--- config.mk ---
export PLATFORM = sky130hd
export DESIGN_NAME = circuito_decodificador_funcionalidade
export DESIGN_NICKNAME = d
export VERILOG_FILES = /design/src/rtl/circuito_decodificador_funcionalidade_pkg.sv /design/src/rtl/circuito_decodificador_funcionalidade_sincronizador_2ff.sv /design/src/rtl/circuito_decodificador_funcionalidade.sv
export SDC_FILE = /design/constraint.sdc
export NUM_CORES = 1
export LEC_CHECK = 0
export BUFFER_PORTS_ARGS = -buffer_cell sky130_fd_sc_hd__buf_4
export CORE_MARGIN = 4
export CORE_UTILIZATION = 40
export DETAILED_ROUTE_END_ITERATION = 10
export GPL_TIMING_DRIVEN = 0
export PLACE_DENSITY = 0.68
export REMOVE_ABC_BUFFERS = 1
export SYNTH_ARGS = -nofsm -noshare
export SYNTH_HDL_FRONTEND = slang
export SYNTH_SLANG_ARGS = --single-unit
--- constraint.sdc ---
create_clock -name clk -period 2 [get_ports clk]
set_input_delay 0.2 -clock clk [delete_from_list [all_inputs] [get_ports clk]]
set_output_delay 0.2 -clock clk [all_outputs]
set_load 0.01 [all_outputs]
--- src/rtl/circuito_decodificador_funcionalidade_pkg.sv ---
// Shared definitions for the 7-function code: code width, the "no function" code,
// FSM state encodings and the code-to-one-hot mapping used by encoder and decoder.
package circuito_decodificador_funcionalidade_pkg;

  localparam int CODE_W = 3;
  localparam int FUNC_N = 7;
  localparam logic [CODE_W-1:0] CODE_NONE = 3'd0;

  typedef enum logic {
    STABLE = 1'b0,
    QUAL   = 1'b1
  } state_t;

  // Bit 0 is function A (code 1) up to bit 6 = function G (code 7); code 0 maps to all low.
  function automatic logic [FUNC_N-1:0] code2onehot(input logic [CODE_W-1:0] code);
    logic [FUNC_N-1:0] oh;
    oh = '0;
    for (int i = 1; i <= FUNC_N; i++) begin
      if (code == CODE_W'(i)) oh[i-1] = 1'b1;
    end
    return oh;
  endfunction

endpackage

--- src/rtl/circuito_decodificador_funcionalidade_sincronizador_2ff.sv ---
// Parameterised-width two-flop synchroniser with asynchronous active-high reset,
// meant to be reused by any block that samples asynchronous inputs.
module sincronizador_2ff #(
  parameter int W = 1
) (
  input  logic         clk,
  input  logic         rst,
  input  logic [W-1:0] i_d,
  output logic [W-1:0] o_q
);

  logic [W-1:0] r_s1;
  logic [W-1:0] r_s2;

  always_ff @(posedge clk or posedge rst) begin
    if (rst) begin
      r_s1 <= '0;
      r_s2 <= '0;
    end else begin
      r_s1 <= i_d;
      r_s2 <= r_s1;
    end
  end

  assign o_q = r_s2;

endmodule

--- src/rtl/circuito_decodificador_funcionalidade.sv ---
// Function-code decoder: synchronises {F1,F2,F3}, qualifies it as stable, and drives
// registered one-hot lines A..G plus VLD/CHG. Optional hold mode: macro CODEC_HOLD_EN.
module circuito_decodificador_funcionalidade
  import circuito_decodificador_funcionalidade_pkg::*;
#(
  parameter int STABLE_CYCLES = 4,
  parameter int CNT_W         = 4
) (
  input  logic clk,
  input  logic rst,
  input  logic F1,
  input  logic F2,
  input  logic F3,
  input  logic CLR,
  output logic A,
  output logic B,
  output logic C,
  output logic D,
  output logic E,
  output logic F,
  output logic G,
  output logic VLD,
  output logic CHG
);

  localparam logic [CNT_W-1:0] CNT_LAST = CNT_W'(STABLE_CYCLES - 1);

  logic [CODE_W-1:0] w_s2;
  state_t            r_state, w_nextState;
  logic [CODE_W-1:0] r_cand, w_nextCand;
  logic [CODE_W-1:0] r_acc, w_nextAcc;
  logic [CNT_W-1:0]  r_cnt, w_nextCnt;
  logic [FUNC_N-1:0] r_oh, w_nextOh;
  logic              r_vld;
  logic              r_chg, w_nextChg;
  logic              w_accept;

  sincronizador_2ff #(.W(CODE_W)) u_sync (
    .clk (clk),
    .rst (rst),
    .i_d ({F1, F2, F3}),
    .o_q (w_s2)
  );

`ifdef CODEC_HOLD_EN
  assign w_accept = (r_cand != CODE_NONE);
`else
  logic w_unused_clr;
  assign w_unused_clr = CLR;
  assign w_accept     = 1'b1;
`endif

  always_comb begin
    w_nextState = r_state;
    w_nextCand  = r_cand;
    w_nextAcc   = r_acc;
    w_nextCnt   = r_cnt;
    w_nextOh    = r_oh;
    w_nextChg   = 1'b0;
    case (r_state)
      STABLE: begin
        if (w_s2 != r_acc) begin
          w_nextCand  = w_s2;
          w_nextCnt   = CNT_W'(1);
          w_nextState = QUAL;
        end
      end
      QUAL: begin
        // A return to the accepted code is a glitch; a different code restarts the count.
        if (w_s2 == r_acc) begin
          w_nextState = STABLE;
          w_nextCnt   = '0;
        end else if (w_s2 != r_cand) begin
          w_nextCand = w_s2;
          w_nextCnt  = CNT_W'(1);
        end else if (r_cnt == CNT_LAST) begin
          w_nextState = STABLE;
          w_nextCnt   = '0;
          if (w_accept) begin
            w_nextAcc = r_cand;
            w_nextOh  = code2onehot(r_cand);
            w_nextChg = 1'b1;
          end
        end else begin
          w_nextCnt = r_cnt + 1'b1;
        end
      end
      default: begin
        w_nextState = STABLE;
        w_nextCnt   = '0;
      end
    endcase
`ifdef CODEC_HOLD_EN
    // Clearing the held selection overrides any commit happening on the same edge.
    if (CLR) begin
      w_nextAcc   = CODE_NONE;
      w_nextOh    = '0;
      w_nextState = STABLE;
      w_nextCnt   = '0;
      w_nextChg   = (r_acc != CODE_NONE);
    end
`endif
  end

  always_ff @(posedge clk or posedge rst) begin
    if (rst) begin
      r_state <= STABLE;
      r_cand  <= CODE_NONE;
      r_acc   <= CODE_NONE;
      r_cnt   <= '0;
      r_oh    <= '0;
      r_vld   <= 1'b0;
      r_chg   <= 1'b0;
    end else begin
      r_state <= w_nextState;
      r_cand  <= w_nextCand;
      r_acc   <= w_nextAcc;
      r_cnt   <= w_nextCnt;
      r_oh    <= w_nextOh;
      r_vld   <= (w_nextAcc != CODE_NONE);
      r_chg   <= w_nextChg;
    end
  end

  assign {G, F, E, D, C, B, A} = r_oh;
  assign VLD = r_vld;
  assign CHG = r_chg;

endmodule

==> flow_summary.yaml, run 1 <==
sta:
  setup_tns_ns: 0
  rsz0062_at_grt: "false"
  whs_ns: 0.08588
  max_slew_margin_pct: 36.86
  fin_crit_sh_pct: 94.57
  finalMaxSlewViolations: 0
  tightest_slew_ns: 0.9461
  fin_skew_ns: 0.002925
  fin_crit_ns: 1.891
  hold_viol_final: 0
  max_freq_ghz: 0.5287
  setup_viol: 0
die:
  std_cell_rows: 19
  die_x_um: 61.18
  fp.coreArea_sq_um: 2734
  io_pins: 15
  die_y_um: 61.18
  dieArea_sq_um: 3742
  start_util_pct: 41.37
worst_setup_path:
  crit_type: "flop to flop"
  cp.required_ns: 2.21
  cp-startpoint: "r_cand[0]"
  cp_max_fo: 12
  worstPathArrival_ns: 2.10
  worstSetupStartpointType: "flop"
  r2r-start: "r_cand[0]"
  cp-end-kind: "flop"
power_and_ir_drop:
  irDropWorstVdd_uv: 649.5
  power_density_nw_per_um2: 1007
  p_leak_nw: 0.6206
logic_synthesis:
  yosys_warnings: 0
  avgSynthCellArea_sq_um: 13.47
  yosysSeqAreaShare_pct: 57.52
  netlist-cell-type-count: 31
  syn_inst: 84
  synth_area_sq_um: 1131
  ys_seq_elements: 26
job:
  maxCapViolations: 0
drt:
  ant_nets: 0
  drc: 0
  routed_wl_um: 1792
  wl_per_cell_um: 13.89
  firstDrtPassIters: 4
  via_count: 676
  vias_per_cell: 5.240
  drtIter0Drc: 16
clock_tree:
  clk_latency_ns: 0.31
  cts_sinks: 26
  cts_tree: "built"
  cts.reportedPaths.clkPinSlew_ns: 0.13
  clockBufferDepth: 2
  numCtsBuffers: 3
  cts_root_buf: "clkbuf_4"
  htree_num_levels: 1
placed_design:
  place_inst: 122
  portBuffers: 13
  dp_hpwl_um: 1188
  place_area_sq_um: 1235
  place_congestion: 0.7081
finish:
  final_cells: 129
  drive_above_1_share_pct: 35.71
  final_common_cell: "dfrtp_1"
  diodes: 0
  syn_to_final_growth_pct: 17.26
  final_area_sq_um: 1326
  fin_util_pct: 48.51
  final_nets: 106
  final_cell_mix: "23 x dfrtp_1, 13 x buf_4, 8 x mux2_4"
status:
  status: "completed"
grt:
  grt_pass1_wl_um: 3084
  grt_pass1_vias: 693
  grt_usage_pct: 11.32
  grt_max_degree: 27
  grt-ovfl-total: 0
  antenna_found_initial: 0
hold_path:
  hp-class: "input pin to async pin"
## flip-flops by register name (all words and copies together) (netlist names), 3 cells and up
| register | flops |
|---|---|
| r_oh | 7 |
| r_cnt | 4 |
| r_acc | 3 |
| r_cand | 3 |
| u_sync.o_q | 3 |
| u_sync.r_s1 | 3 |
## per-stage QoR
stage	total power [mW]	setup slack, ns
2_1_floorplan	0.8787	0.2562
3_3_place_gp	0.9736	0.1333
3_5_place_dp	0.9858	0.07881
4_1_cts	1.342	0.06506
5_1_grt	1.415	0.007539
6_report	1.336	0.1087
## cell usage after synthesis
cell type,count,area share (%)
a21boi_0,1,0.66
a22o_1,1,0.77
a31oi_1,1,0.55
a32o_1,1,0.88
and2_1,1,0.55
and3_1,1,0.55
and3_4,1,1.0
and3b_1,2,1.5
and4_1,1,0.77
buf_2,2,0.88
buf_6,1,1.0
clkbuf_1,3,1.0
dfrtp_1,26,58
ha_1,1,1.1
inv_1,2,0.66
mux2_2,5,5.0
mux2_4,8,11
mux2i_1,1,0.88
nand2_1,2,0.66
nand3_1,3,1.3
nand4_1,1,0.55
nand4b_1,1,0.77
nor2_1,2,0.66
nor2b_1,1,0.55
nor3_1,2,0.88
nor3b_1,3,2.0
nor4_1,1,0.55
o21ai_0,2,0.88
or3_1,1,0.55
xnor2_1,3,2.3
xor2_1,3,2.3
## area by class of cell
type	instances	area, sq um
well taps	31	38.79
flip-flops and latches	26	654.4
clock inverters	1	30.03
multi-input cells	50	445.4
repair buffers	16	127.6
clock buffers	3	22.52
fillers	219	1408
inverters	2	7.507
## per-layer routing
metal	global-route usage (%)	up-vias	part of all wire, %
met5	0	-	0
met3	2.516	2	3.9
li1	-	319	-
met2	17.98	10	48
met4	5.573	0	0.89
met1	14.57	345	47
## where the power goes
| group | switching (mW) | leakage, nW | total (mW) | internal [mW] |
|---|---|---|---|---|
| Sequential | 0.0831 | 0.327 | 0.693 | 0.610 |
| Clock | 0.146 | 0.0279 | 0.349 | 0.203 |
| Combinational | 0.117 | 0.265 | 0.294 | 0.177 |
## logic make-up (layout without fill, tap and decap cells)
| kind of cell | after synthesis | after routing | share of synthesized area (%) |
|---|---|---|---|
| fa+ha+maj | 1 | 1 | 1.106 |
| mux | 14 | 14 | 16.48 |
| buf+inv | 8 | 22 | 3.540 |
| xor+xnor | 6 | 6 | 4.647 |
| flops | 26 | 26 | 57.52 |
| simple gates | 23 | 23 | 12.95 |
| compound gates | 6 | 6 | 3.762 |
## path summary, 6_finish.rpt
check                                 to  slack, ns  depth (start not counted)
setup / recovery                 r_oh[5]       0.11                          4
hold / removal                   r_oh[4]       0.09                          2
setup reg to reg                 r_oh[5]       0.11                          4
hold reg to reg            u_sync.o_q[2]       0.38                          0
max in group asynchronous      r_cand[2]       1.28                          2
min in group clk           u_sync.o_q[2]       0.38                          0
## timing repair
action | CTS | global route
setup endpoints to repair | 0 | 7
hold buffers | 3 | 0
endpoints found under the hold margin | 3 | 0
buffers inserted | 0 | 0
gates resized for setup | 0 | 4
## worst max-delay path, stage by stage (launching register included)
cell     delay [ns]
dfrtp_2        0.51
xnor2_1        0.17
and4_1         0.37
and3_4         0.38
mux2_2         0.36
Power figures use the tool's default switching activity.
==> inputs of run 2 (changes only) <==
- CORE_MARGIN: 4 -> 8
==> run 2 against run 1 <==
Sequential share of layout area up 0.091 points. Design area down 0.57%. Total power up 0.11%. Fmax down 0.48%.
==> flow_summary.yaml, run 2 (synthesis results as in run 1) <==
placed_design:
  place_congestion: 0.7042
  portBuffers: 13
  dp_hpwl_um: 1223
  place_inst: 122
grt:
  antenna_found_initial: 0
  grt_usage_pct: 7.856
  grt-ovfl-total: 0
  grt_pass1_wl_um: 3118
  grt_max_degree: 27
  grt_pass1_vias: 700
hold_path:
  hp-class: "input pin to async pin"
power_and_ir_drop:
  p_leak_nw: 0.6211
  power_density_nw_per_um2: 1014
  p_int_uw: 984.5
  pwr-share-seq_pct: 51.4
  power_mw: 1.337
  swShare_pct: 26.38
  combPwrFrac_pct: 21.6
  p_switching_uw: 352.8
  irDropWorstVdd_uv: 540.8
  clkPwrFrac_pct: 27.0
worst_setup_path:
  cp-end-kind: "flop"
  cp-startpoint: "u_sync.o_q[1]"
  r2r-start: "u_sync.o_q[1]"
  worstPathArrival_ns: 2.13
  cp.required_ns: 2.23
  cp_max_fo: 12
  worstSetupStartpointType: "flop"
  crit_type: "flop to flop"
die:
  start_util_pct: 41.74
  fp.coreArea_sq_um: 2710
  dieArea_sq_um: 4785
  die_y_um: 69.18
  io_pins: 15
  die_x_um: 69.18
  std_cell_rows: 19
clock_tree:
  clockBufferDepth: 2
  cts_tree: "built"
  cts.reportedPaths.clkPinSlew_ns: 0.14
  cts_root_buf: "clkbuf_4"
  numCtsBuffers: 3
  htree_num_levels: 1
  clk_latency_ns: 0.33
  cts_sinks: 26
finish:
  final_common_cell: "dfrtp_1"
  diodes: 0
  fin_util_pct: 48.66
  final_nets: 106
  multi_input_comb_area_sq_um: 440.4
  final_cell_mix: "25 x dfrtp_1, 13 x buf_4, 8 x mux2_4"
  layout.area.seq_sq_um: 651.9
  drive_above_1_share_pct: 32.65
  fillers: 244
  syn_to_final_growth_pct: 16.59
  largest_reg_flops: 7
  top_register: "r_oh"
  final_cells: 129
  reg_top3: "r_oh (7), r_cnt (4)"
drt:
  wl_per_cell_um: 13.75
  drtIter0Drc: 34
  vias_per_cell: 5.256
  firstDrtPassIters: 4
  routed_wl_um: 1774
  ant_nets: 0
  via_count: 678
  drc: 0
sta:
  finalMaxSlewViolations: 0
  max_freq_ghz: 0.5262
  fin_crit_ns: 1.900
  rsz0062_at_grt: "false"
  setup_tns_ns: 0
  fin_crit_sh_pct: 95.02
  fin_skew_ns: 0.005281
  max_slew_margin_pct: 36.88
  tightest_slew_ns: 0.9457
  hold_viol_final: 0
  setup_viol: 0
job:
  maxCapViolations: 0
status:
  status: "completed"
==> run 2: cell count changes in the layout (fill, tap and decap cells not counted) <==
cell     before  now
or3_1         0    1
dfrtp_2       3    1
dfrtp_1      23   25
or3_4         1    0
==> run 2: layout make-up <==
| cell class | count | share of cell area (%) |
|---|---|---|
| Sequential cell | 26 | 49.43 |
| Multi-Input combinational cell | 50 | 33.40 |
| Timing Repair Buffer | 16 | 9.677 |
| Tap cell | 31 | 2.941 |
| Clock inverter | 1 | 2.277 |
| Clock buffer | 3 | 1.708 |
| Inverter | 2 | 0.5693 |
==> run 2: path summary, 6_finish.rpt <==
path | end | slack (ns) | cells after the start
worst max-delay path | r_oh[3] | 0.1 | 4
worst min-delay path | u_sync.o_q[0] | 0.07 | 2
worst max register to register | r_oh[3] | 0.1 | 4
worst min register to register | u_sync.o_q[0] | 0.36 | 0
max in group asynchronous | r_cand[1] | 1.30 | 2
min in group clk | u_sync.o_q[0] | 0.36 | 0
==> run 2: power by group through the flow <==
stage	sequential (mW)	combinational (mW)	clock [mW]
after floorplan	0.696	0.182	0
after global placement	0.692	0.282	0
after detailed placement	0.698	0.290	0
after CTS	0.688	0.294	0.371
after global routing	0.702	0.320	0.391
final	0.687	0.289	0.361
==> run 2: what timing repair did <==
item | CTS | global route
hold buffers | 3 | 0
endpoints found under the hold margin | 3 | 0
endpoints found under the setup margin | 0 | 2
gates resized for setup | 0 | 1
buffers inserted | 0 | 0
==> run 2: critical path: stages (launching register included) <==
cell and delay [ns]:
dfrtp_1 0.44, xor2_1 0.18, or3_1 0.55, and3_4 0.30, mux2_4 0.31
==> run 2: routing by layer <==
metal	wire, um	GRT usage, %
met3	86	2.861
met4	46	5.923
met2	830	12.09
met5	0	0
met1	810	8.629
==> run 2: per-stage QoR <==
stage	worst slack (ns)	instance area (sq um)	hold WS, ns
final	0.09950	1319	0.07167
after global routing	0.002195	1319	0.1568
after CTS	0.05496	1318	0.1036
after detailed placement	0.07549	1235	0.3105
after global placement	0.1444	1235	0.3098
after floorplan	0.2562	1099	0.2314
==> inputs of run 3 (changes only) <==
- CAP_MARGIN: not set -> 40
- CORE_UTILIZATION: 40 -> 38
- PLACE_DENSITY: 0.68 -> 0.65
==> run 3 against run 2 <==
Design area increased by 3.3%. Count of clock-buffer cells in the layout unchanged. Routed wire length up 1.2%. Worst setup slack gained 0.041 ns. Core utilization up 0.33 points. Worst hold slack better by 0.30 ns. Critical endpoint is now r_oh[4]. Sequential share of layout area fell by 1.6 points. Total power grew 0.90%. First-iteration DRC count fell by 41%. Clock power fell by 2%. Critical path type unchanged. Global-route usage shrank 0.27 points.
==> flow_summary.yaml, run 3 (synthesis results as in run 1) <==
power_and_ir_drop:
  p_switching_uw: 353.7
  p_leak_nw: 0.6395
  clkPwrFrac_pct: 26.3
  power_density_nw_per_um2: 990.3
  swShare_pct: 26.22
  pwr-share-seq_pct: 50.9
  p_int_uw: 995.6
  irDropWorstVdd_uv: 605.8
  combPwrFrac_pct: 22.8
drt:
  drtIter0Drc: 20
  ant_nets: 0
  firstDrtPassIters: 4
  wl_per_cell_um: 13.70
  drc: 0
  via_count: 663
  routed_wl_um: 1795
  vias_per_cell: 5.061
finish:
  final_cell_mix: "25 x dfrtp_1, 13 x buf_4, 8 x mux2_4"
  final_nets: 108
  diodes: 0
  fin_util_pct: 48.99
  final_common_cell: "dfrtp_1"
  drive_above_1_share_pct: 35.00
  final_cells: 131
  top_register: "r_oh"
  reg_top3: "r_oh (7), r_cnt (4)"
  syn_to_final_growth_pct: 20.46
  fillers: 246
  largest_reg_flops: 7
clock_tree:
  clk_latency_ns: 0.32
  clockBufferDepth: 2
  cts_sinks: 26
  cts.reportedPaths.clkPinSlew_ns: 0.14
  htree_num_levels: 1
  numCtsBuffers: 3
  cts_tree: "built"
  cts_root_buf: "clkbuf_4"
worst_setup_path:
  ff2ff_path_depth: 4
  cp-end-kind: "flop"
  worstPathArrival_ns: 2.08
  cp.required_ns: 2.22
  crit_type: "flop to flop"
  worstSetupStartpointType: "flop"
  cp_max_fo: 12
grt:
  grt.met1_usage_pct: 8.670
  antenna_found_initial: 0
  use_met2_pct: 12.37
  grt_max_degree: 18
  grt_use_met3_pct: 2.650
  grt_pass1_wl_um: 3167
  grt-ovfl-total: 0
  grt_usage_pct: 7.583
  top_usage_layer: "met2"
  grt_pass1_vias: 732
sta:
  max_slew_margin_pct: 55.68
  fin_crit_ns: 1.860
  tightest_slew_ns: 0.6587
  setup_viol: 0
  setup_tns_ns: 0
  fin_crit_sh_pct: 92.98
  finalMaxSlewViolations: 0
  max_freq_ghz: 0.5377
  rsz0062_at_grt: "false"
  fin_skew_ns: 0.004271
  hold_viol_final: 0
die:
  die_x_um: 70.56
  start_util_pct: 40.67
  fp.coreArea_sq_um: 2781
  io_pins: 15
  die_y_um: 70.56
  dieArea_sq_um: 4978
  std_cell_rows: 19
placed_design:
  place_congestion: 0.6789
  portBuffers: 13
  dp_hpwl_um: 1292
  place_inst: 123
hold_path:
  hp-class: "flop to flop"
  hold_path_depth: 0
status:
  status: "completed"
job:
  maxCapViolations: 0
run 3: metrics by stage:
step / cell area, sq um / hold slack (ns) / setup slack [ns] / total power [mW]
after floorplan: 1099 / 0.2314 / 0.2562 / 0.8787
after global placement: 1235 / 0.3103 / 0.1287 / 0.9750
after detailed placement: 1262 / 0.2349 / 0.1131 / 0.9947
after CTS: 1355 / 0.3730 / 0.08824 / 1.359
after global routing: 1363 / 0.3755 / 0.05735 / 1.425
final: 1363 / 0.3689 / 0.1403 / 1.349
run 3: final cells by class:
cell class | instances | area [sq um] | area share, %
clock inverter | 1 | 30.03 | 2.204
tap | 31 | 38.79 | 2.847
inverter | 2 | 7.507 | 0.5510
sequential | 26 | 651.9 | 47.84
multi-input combinational | 50 | 446.7 | 32.78
timing repair buffer | 18 | 165.2 | 12.12
clock buffer | 3 | 22.52 | 1.653
run 3: critical path, cell delays in order, from the launching register on:
cell and delay [ns]:
dfrtp_1 0.57, xnor2_1 0.15, and4_2 0.33, and3_4 0.34
mux2_2 0.36
run 3: worst paths after layout:
path,start,end,slack (ns)
min in group asynchronous,rst,VLD,0.43
worst min-delay path,u_sync.r_s1[2],u_sync.o_q[2],0.37
max in group asynchronous,rst,r_cand[2],1.13
worst max register to register,r_cand[0],r_oh[4],0.14
worst max-delay path,r_cand[0],r_oh[4],0.14
worst min register to register,u_sync.r_s1[2],u_sync.o_q[2],0.37
run 3: what timing repair did:
item | CTS | global route
hold buffers | 4 | 0
hold endpoints to repair | 12 | 0
endpoints found under the setup margin | 0 | 2
gates resized for setup | 0 | 3
setup buffers | 0 | 0
run 3: power groups by stage:
stage,combinational [mW],sequential [mW],clock [mW]
2_1_floorplan,0.182,0.696,0
3_3_place_gp,0.282,0.693,0
3_5_place_dp,0.297,0.698,0
4_1_cts,0.304,0.687,0.367
5_1_grt,0.338,0.701,0.386
6_report,0.308,0.687,0.354
run 3: layer usage:
metal | routed length [um] | part of all wire (%)
met5 | 0 | 0
met3 | 99 | 5.5
met1 | 839 | 47
met4 | 24 | 1.3
met2 | 832 | 46
